`src/rtl/timer_pkg.sv`:
```
// ---------------------------------------------------------------------------
// timer_pkg
//   Shared definitions for the SimpleRisc programmable timer:
//   register map, CTRL/STATUS bit layout, and the controller FSM states.
// ---------------------------------------------------------------------------
package timer_pkg;

   // Word register map
   localparam int unsigned ADDR_CTRL   = 0;
   localparam int unsigned ADDR_LOAD   = 1;
   localparam int unsigned ADDR_COUNT  = 2;  // read-only
   localparam int unsigned ADDR_STATUS = 3;

   // CTRL bit positions
   localparam int unsigned CTRL_EN_BIT   = 0;
   localparam int unsigned CTRL_MODE_BIT = 1;
   localparam int unsigned CTRL_PSEL_LSB = 2;
   localparam int unsigned PSEL_W        = 3;
   localparam int unsigned CTRL_IE_BIT   = 5;
   localparam int unsigned CTRL_W        = 6;

   // STATUS bit positions
   localparam int unsigned STATUS_TIF_BIT = 0;

   // Packed view of CTRL[5:0]; field order matches the bit positions above.
   typedef struct packed {
      logic              ie;    // [5]
      logic [PSEL_W-1:0] psel;  // [4:2]
      logic              mode;  // [1] 0 one-shot, 1 periodic
      logic              en;    // [0]
   } ctrl_t;

   typedef enum logic [1:0] {
      ST_IDLE = 2'd0,
      ST_RUN  = 2'd1,
      ST_DONE = 2'd2
   } state_e;

endpackage

```
`src/rtl/timer_prescaler.sv`:
```
// ---------------------------------------------------------------------------
// timer_prescaler
//   Synchronous prescaler: an up-counter that runs only while the timer is in
//   RUN and is otherwise held at zero. A tick is produced whenever the low
//   PSEL+1 bits of the counter are all ones, i.e. every 2^(PSEL+1) cycles.
//
//   clk   in   system clock, rising edge
//   rst   in   synchronous reset, active-low
//   run   in   timer is in RUN; enables counting and ticks
//   psel  in   divider select, divide-by 2^(psel+1)
//   tick  out  single-cycle count enable for the down-counter
// ---------------------------------------------------------------------------
module timer_prescaler
   import timer_pkg::*;
#(
   parameter int unsigned PRESC_W = 8
) (
   input  logic              clk,
   input  logic              rst,
   input  logic              run,
   input  logic [PSEL_W-1:0] psel,
   output logic              tick
);

   logic [PRESC_W-1:0] psc_q, psc_d;
   logic [PRESC_W-1:0] tap_mask;

   // Outside RUN the counter is forced to zero, so the first RUN cycle always
   // starts from 0 and the first tick lands exactly 2^(PSEL+1) cycles in.
   always_comb begin
      psc_d = '0;
      if (run) begin
         psc_d = psc_q + PRESC_W'(1);
      end
   end

   // Thermometer mask of the low PSEL+1 bits.
   always_comb begin
      tap_mask = '0;
      for (int unsigned i = 0; i < PRESC_W; i++) begin
         tap_mask[i] = (i <= 32'(psel));
      end
   end

   assign tick = run && ((psc_q & tap_mask) == tap_mask);

   always_ff @(posedge clk) begin
      if (!rst) begin
         psc_q <= '0;
      end else begin
         psc_q <= psc_d;
      end
   end

endmodule

```
`src/rtl/timer_ctrl.sv`:
```
// ---------------------------------------------------------------------------
// timer_ctrl
//   Programmable count-down timer for the SimpleRisc SoC. CPU-visible register
//   file (CTRL, LOAD, COUNT, STATUS), IDLE/RUN/DONE sequencing FSM, prescaled
//   down-counter with one-shot and periodic modes, sticky TIF and level irq.
//
//   clk     in   system clock, rising edge
//   rst     in   synchronous reset, active-low
//   wr_en   in   register write strobe
//   rd_en   in   register read strobe
//   addr    in   register select: 0 CTRL, 1 LOAD, 2 COUNT (RO), 3 STATUS
//   wdata   in   write data
//   rdata   out  registered read data, held until the next rd_en
//   expire  out  one-cycle pulse per expiry
//   irq     out  STATUS.TIF & CTRL.IE
// ---------------------------------------------------------------------------
module timer_ctrl
   import timer_pkg::*;
#(
   parameter int unsigned DATA_W  = 32,
   parameter int unsigned PRESC_W = 8,
   parameter int unsigned ADDR_W  = 2
) (
   input  logic              clk,
   input  logic              rst,
   input  logic              wr_en,
   input  logic              rd_en,
   input  logic [ADDR_W-1:0] addr,
   input  logic [DATA_W-1:0] wdata,
   output logic [DATA_W-1:0] rdata,
   output logic              expire,
   output logic              irq
);

   state_e            state_q, state_d;
   ctrl_t             ctrl_q, ctrl_d;
   logic [DATA_W-1:0] load_q, load_d;
   logic [DATA_W-1:0] count_q, count_d;
   logic              tif_q, tif_d;
   logic [DATA_W-1:0] rdata_q, rdata_d;
   logic              expire_q, expire_d;

   logic              tick;
   logic              sel_ctrl, sel_load, sel_count, sel_status;
   logic              wr_ctrl, wr_load, wr_status;
   ctrl_t             wctrl;
   logic [DATA_W-1:0] rd_val;

   // -------------------------------------------------------------------
   // Address decode
   // -------------------------------------------------------------------
   assign sel_ctrl   = (addr == ADDR_W'(ADDR_CTRL));
   assign sel_load   = (addr == ADDR_W'(ADDR_LOAD));
   assign sel_count  = (addr == ADDR_W'(ADDR_COUNT));
   assign sel_status = (addr == ADDR_W'(ADDR_STATUS));

   assign wr_ctrl   = wr_en && sel_ctrl;
   assign wr_load   = wr_en && sel_load;
   assign wr_status = wr_en && sel_status;

   assign wctrl = ctrl_t'(wdata[CTRL_W-1:0]);

   // -------------------------------------------------------------------
   // Prescaler
   // -------------------------------------------------------------------
   timer_prescaler #(
      .PRESC_W (PRESC_W)
   ) u_prescaler (
      .clk  (clk),
      .rst  (rst),
      .run  (state_q == ST_RUN),
      .psel (ctrl_q.psel),
      .tick (tick)
   );

   // -------------------------------------------------------------------
   // FSM, down-counter, register updates
   // -------------------------------------------------------------------
   always_comb begin
      state_d  = state_q;
      ctrl_d   = ctrl_q;
      load_d   = load_q;
      count_d  = count_q;
      tif_d    = tif_q;
      expire_d = 1'b0;

      if (wr_load) begin
         load_d = wdata;
      end

      // A CTRL write always lands in the register; the FSM below decides
      // whether it also starts or stops the timer.
      if (wr_ctrl) begin
         ctrl_d = wctrl;
      end

      // W1C first so that a hardware set in the same cycle overrides it.
      if (wr_status && wdata[STATUS_TIF_BIT]) begin
         tif_d = 1'b0;
      end

      unique case (state_q)
         ST_IDLE, ST_DONE: begin
            state_d = ST_IDLE;
            if (wr_ctrl && wctrl.en) begin
               state_d = ST_RUN;
               count_d = load_q;
            end
         end

         ST_RUN: begin
            if (tick) begin
               if (count_q != '0) begin
                  count_d = count_q - DATA_W'(1);
               end else begin
                  expire_d = 1'b1;
                  tif_d    = 1'b1;
                  if (ctrl_q.mode) begin
                     count_d = load_q;
                  end else begin
                     ctrl_d.en = 1'b0;
                     state_d   = ST_DONE;
                  end
               end
            end
            // A disabling write takes priority for the next state, but any
            // expiry above in the same cycle has already been committed.
            if (wr_ctrl && !wctrl.en) begin
               state_d = ST_IDLE;
            end
         end

         default: begin
            state_d = ST_IDLE;
         end
      endcase
   end

   // -------------------------------------------------------------------
   // Read mux (registered)
   // -------------------------------------------------------------------
   always_comb begin
      rd_val = '0;
      if (sel_ctrl) begin
         rd_val[CTRL_W-1:0] = ctrl_q;
      end else if (sel_load) begin
         rd_val = load_q;
      end else if (sel_count) begin
         rd_val = count_q;
      end else if (sel_status) begin
         rd_val[STATUS_TIF_BIT] = tif_q;
      end
   end

   always_comb begin
      rdata_d = rdata_q;
      if (rd_en) begin
         rdata_d = rd_val;
      end
   end

   // -------------------------------------------------------------------
   // State registers
   // -------------------------------------------------------------------
   always_ff @(posedge clk) begin
      if (!rst) begin
         state_q  <= ST_IDLE;
         ctrl_q   <= '0;
         load_q   <= '0;
         count_q  <= '0;
         tif_q    <= 1'b0;
         rdata_q  <= '0;
         expire_q <= 1'b0;
      end else begin
         state_q  <= state_d;
         ctrl_q   <= ctrl_d;
         load_q   <= load_d;
         count_q  <= count_d;
         tif_q    <= tif_d;
         rdata_q  <= rdata_d;
         expire_q <= expire_d;
      end
   end

   assign rdata  = rdata_q;
   assign expire = expire_q;
   assign irq    = tif_q & ctrl_q.ie;

endmodule

```
`config.mk`:
```
export PLATFORM = sky130hd
export DESIGN_NAME = timer_ctrl
export DESIGN_NICKNAME = d
export VERILOG_FILES = /design/src/rtl/timer_pkg.sv /design/src/rtl/timer_prescaler.sv /design/src/rtl/timer_ctrl.sv
export SDC_FILE = /design/constraint.sdc
export NUM_CORES = 1
export LEC_CHECK = 0
export CORE_MARGIN = 4
export CORE_UTILIZATION = 57
export CTS_BUF_LIST = sky130_fd_sc_hd__clkbuf_8
export DETAILED_ROUTE_END_ITERATION = 16
export PLACE_DENSITY_LB_ADDON = 0.12
export SLEW_MARGIN = 15
export SYNTH_ARGS = -nofsm -noshare
export SYNTH_HDL_FRONTEND = slang
export SYNTH_HIERARCHICAL = 1
export SYNTH_SLANG_ARGS = --single-unit
export TNS_END_PERCENT = 5
```
`constraint.sdc`:
```
create_clock -name clk -period 4.3 [get_ports clk]
set_clock_uncertainty 0.2 [all_clocks]
set_input_delay 1.29 -clock clk [delete_from_list [all_inputs] [get_ports clk]]
set_output_delay 1.29 -clock clk [all_outputs]
set_load 0.01 [all_outputs]
```
## Yosys cells after proc, flatten, opt, wreduce, memory -nomap -nowiden

Cells that the tools add are included.

- Register bits after elaboration: 114
- Logic and storage cells: 78
- Output and inout bits: 34
- Bits of input ports: 38

- Reductions and logical operators: 17
- Add/subtract/negate cells: 2
- Order comparisons: 7
- Eq/ne operators: 12
- Bitwise gates (word level): 2
- Mux-type cells: 27

Operators by type and width:

| kind | count |
|---|---|
| $mux 32 | 5 |
| $pmux 32 s2 | 1 |
| $reduce_bool 32->1 | 1 |
| $sub 32x1->32 const B | 1 |
| $mux 31 | 1 |
| $mux 26 | 1 |
| $mux 1 | 13 |
| $le 3x3->1 const A | 4 |
| $ne 3x3->1 const B | 4 |
| $add 8x1->8 const B | 1 |
| $and 8x8->8 | 1 |
| $eq 8x8->1 | 1 |
| $mux 2 | 4 |
| $logic_and 1x1->1 | 7 |
| $eq 2x2->1 const B | 3 |
| $le 2x3->1 const A | 2 |
| $mux 6 | 1 |
| $reduce_and 3->1 | 2 |
| $eq 2x1->1 const B | 2 |
| $logic_not 2->1 | 2 |
| $ne 2x2->1 const B | 2 |
| $pmux 2 s2 | 1 |
| $reduce_and 4->1 | 1 |
| $le 1x3->1 const A | 1 |
| 5 further kinds | 5 |

## Longest topological paths before layout

- Depth in word-level cells: 7
- Mapped depth: 10
- Mapped depth without buffers: 8

## Hierarchy

Netlist, hierarchy kept.

By module, submodules not included:

| module | times used | sequential area each (um^2) | cells each | area each (um^2) |
|---|---|---|---|---|
| timer_ctrl | 1 | 2122.0 | 614 | 4889.7 |
| timer_prescaler | 1 | 160.2 | 42 | 370.4 |

## Worst setup path before layout

Ideal clock, no wire load.

- Path kind: input-to-reg
- Start: in addr[0]
- End: reg load_q[28]
- Data arrival time: 2.853 ns
- Stages on the path: 8
- Path slack: 1.176 ns
- Cell sequence: clkbuf_1 > nor2b_1 > clkbuf_1 > and2_1 > clkbuf_1 > clkbuf_1 > nand2_1 > a21oi_1

- Word-level cells in the longest chain between the ends: 2

Ends and longest elaborated chain:

| element | line | text |
|---|---|---|
| start: declaration | timer_ctrl.sv:28 | `input logic [ADDR_W-1:0] addr,` |
| $eq 2x1->1 | timer_ctrl.sv:53 | `assign sel_load = (addr == ADDR_W'(ADDR_LOAD));` |
| $logic_and 1x1->1 | timer_ctrl.sv:58 | `assign wr_load = wr_en && sel_load;` |
| end signal: assignment | timer_ctrl.sv:177 | `load_q <= load_d;` |
| end: declaration | timer_ctrl.sv:37 | `logic [DATA_W-1:0] load_q, load_d;` |

No other way between the ends.
A chain may end at the register's enable or synchronous reset.

## Final worst setup path

- Start: reg count_q[8]
- End: reg count_q[7]

- Word-level cells in the longest chain between the ends: 4

Ends and longest elaborated chain:

| element | line | text |
|---|---|---|
| start: declaration | timer_ctrl.sv:38 | `logic [DATA_W-1:0] count_q, count_d;` |
| start signal: assignment | timer_ctrl.sv:178 | `count_q <= count_d;` |
| $reduce_bool 32->1 * | timer_ctrl.sv:113 | `if (count_q != '0) begin` |
| $mux 32 | timer_ctrl.sv:113 |  |
| $mux 32 | timer_ctrl.sv:112 | `if (tick) begin` |
| $pmux 32 s2 | timer_ctrl.sv:102 | `unique case (state_q)` |

Mark *: on every way between the ends. The rest lies on a longest branch, timed or not. The select of a mux whose other input is x is not followed.

==> results.sh <==
export IMPL_multi_input_comb_area_sq_mm=0.002748
export IMPL_antennaDiodeCount=0
export IMPL_cts_setup_buffers=0
export IMPL_synthTopCellsByArea="dfxtp_1 (43%), nand2_1 (7.6%), a21oi_1 (7.4%)"
export IMPL_portBuffers=71
export IMPL_ff_latch_area_sq_mm=0.002282
export IMPL_synth_edf_count=0
export IMPL_p_per_area_mw_per_mm2=357.1
export IMPL_cts_buffer_depth=2
export IMPL_postLayoutSetupSlackWorst_ns=0.7866
export IMPL_core_area_sq_mm=0.008848
export IMPL_rsz0062_at_grt="no"
export IMPL_ys_types=56
export IMPL_placedCellCount=800
export IMPL_finalHoldViolCount=0
export IMPL_place_ws_ns=0.6394
export IMPL_die_x_um=104.1
export IMPL_ant_nets=0
export IMPL_drtIter0Drc=389
export IMPL_start_util=0.5945
export IMPL_yosysSeqAreaShare=0.4339
export IMPL_worstHoldStart="tif_q"
export IMPL_slew_viol_final=0
export IMPL_ys_ff_latch=114
export IMPL_fmax_ghz=0.2846
export IMPL_synth_most_common_cell="dfxtp_1"
export IMPL_dr_pass1_iters=4
export IMPL_finalSetupViolCount=0
export IMPL_die_area_sq_mm=0.01083
export IMPL_synth_flop_cell="dfxtp_1"
export IMPL_synth_top_area_share=0.4339
export IMPL_grt_antenna_before_repair=0
export IMPL_gr_total_overflow=0
export IMPL_reg2reg_setup_slack_ns=0.79
export IMPL_synth_top_area_cell="dfxtp_1"
export IMPL_die_y_um=104.1
export IMPL_pin_count=72
export IMPL_tightest_slew_ns=1.070
export IMPL_path_clk_slew_ns=0.07
export IMPL_yosys_warnings=6
export IMPL_hold_depth=2
export IMPL_final_fill_count=748
export IMPL_via_per_inst=6.066
export IMPL_clk_latency_ns=0.43
export IMPL_dp_hpwl_um=9131
export IMPL_cp_required_ns=4.38
export IMPL_cts_made_buffers=17
export IMPL_num_rows=34
export IMPL_area_growth_pct=20.69
export IMPL_postCtsHoldBufs=0
export IMPL_synth_common_cells="dfxtp_1 (114), nand2_1 (106), a21oi_1 (78)"
export IMPL_grt_pass1_vias=4629
export IMPL_worstSetupStartpointType="flip-flop"
export IMPL_synthArstFlopShare=0
export IMPL_synth_fp_nets=697
export IMPL_netlist_instances=656
export IMPL_cts_tree="done"
export IMPL_r2r_start="count_q[8]"
export IMPL_hp_class="reg -> reg"
export IMPL_cts_root_buffer="clkbuf_8"
export IMPL_grt_usage=0.2514
export IMPL_clock_sinks=114
export IMPL_crit_arrival_ns=3.59
export IMPL_drive_gt1_frac=0.08864
export IMPL_vias=5035
export IMPL_min_to="tif_q"
export IMPL_gp_congestion=0.8691
export IMPL_period_needed_ns=3.513
export IMPL_max_cap_violations=0
export IMPL_stdcell_count=830
export IMPL_grt_pass1_wl_um=22800
export IMPL_p_leak_uw=0.002279
export IMPL_drc=0
export IMPL_status="complete, no violations"
export IMPL_finalSetupTns_ns=0
export IMPL_grt_start_max_net_pins=64
export IMPL_htreeDepth=4
export IMPL_path_class="reg -> reg"
export IMPL_fin_nets=752
export IMPL_fin_crit_sh=0.8171
export IMPL_hold_ws_ns=0.2672
export IMPL_netlist_area_sq_mm=0.005260
export IMPL_worstRegToRegCells=8
export IMPL_avgSynthCellArea_sq_um=8.018
export IMPL_r2r_end="count_q[7]"
export IMPL_cts_resized_gates=0
export IMPL_routed_wl_um=13570
export IMPL_crit_fanout=26
export IMPL_ir_worst_vdd_uv=228.9
export IMPL_cp_end_kind="flip-flop"
export IMPL_wl_per_cell_um=16.35
export IMPL_slew_headroom=0.2870
==> power by group <==
group / leakage, uW / switching [uW] / internal, uW / total (uW)
combinational: 0.00118 / 148 / 119 / 267
clock: 0.000177 / 434 / 456 / 890
sequential: 0.000927 / 23.4 / 1090 / 1110
total: 0.00228 / 605 / 1660 / 2270
==> critical path, cell delays in order (launching register included) <==
cell,delay (ns)
dfxtp_1,0.37
or4_4,0.60
or4_4,0.50
or2_1,0.36
o21ai_4,0.56
buf_4,0.37
nor2_1,0.11
a21oi_1,0.19
o22ai_1,0.10
==> worst max path at each step <==
| stage | startpoint | endpoint | slack, ns | cells past startpoint |
|---|---|---|---|---|
| after floorplan | addr[0] | load_q[28] | 1.18 | 8 |
| after global placement | addr[0] | count_q[31] | 0.68 | 9 |
| after detailed placement | addr[0] | count_q[5] | 0.64 | 9 |
| after CTS | count_q[17] | count_q[5] | 0.84 | 8 |
| after global routing | count_q[17] | count_q[7] | 0.55 | 8 |
| final | count_q[8] | count_q[7] | 0.79 | 8 |
==> state kept, by name (all words and copies together), names as in the netlist <==
name / cells
ctrl_q: 6
state_q: 2
u_prescaler/psc_q: 8
load_q: 32
tif_q: 1
rdata: 32
count_q: 32
expire: 1
==> per-stage QoR <==
| stage | utilization | area [sq um] | power (uW) |
|---|---|---|---|
| 2_1_floorplan | - | 5260 | 1290 |
| 3_3_place_gp | 0.6787 | 6006 | 1391 |
| 3_5_place_dp | 0.6787 | 6006 | 1398 |
| 4_1_cts | 0.7175 | 6349 | 2271 |
| 5_1_grt | 0.7175 | 6349 | 2350 |
| 6_report | 0.7175 | 6349 | 2267 |
==> cell usage in the layout (no fill, tap or decap), types with 3 or more instances in the layout <==
master	n
dfxtp_1	114
nand2_1	106
a21oi_1	78
nor2_1	73
clkdlybuf4s50_1	70
a211oi_1	32
a22oi_1	26
o21ai_0	22
nor3_1	22
clkbuf_8	18
buf_4	15
mux2i_1	13
o22ai_1	10
o211ai_1	9
nand4_1	8
nand3_1	8
or4_1	7
inv_1	6
clkinv_2	6
nor4_1	5
a32o_1	5
or3_1	4
and3_1	4
and2_1	3
or4_4	3
o21a_1	3
ha_1	3
clkinvlp_4	3
xor2_1	3
xnor2_1	3
==> kinds of logic (layout without fill, tap and decap cells) <==
logic type	count (synthesis)	count (layout)	share of synthesized area
adders and majority gates	3	3	0.007137
and+or+nand+nor	259	259	0.2274
buffers and inverters	56	122	0.04615
DFF	114	114	0.4339
muxes	14	14	0.02902
AOI/OAI and AO/OA	204	204	0.2464
xor gates and xnor gates	6	6	0.009992
==> final cells by class <==
class	count	area share
multi-input combinational	486	0.4328
sequential	114	0.3595
timing repair buffer	86	0.1289
clock buffer	18	0.03902
tap	108	0.02129
clock inverter	12	0.01498
inverter	6	0.003547
==> layer usage <==
layer	GRT usage	routed length, um	vias up
met2	0.4020	6300	163
met5	0	0	-
li1	-	-	2482
met3	0.04966	723	25
met4	0.08357	214	0
met1	0.3410	6328	2365
(Power assumes the default switching activity.)
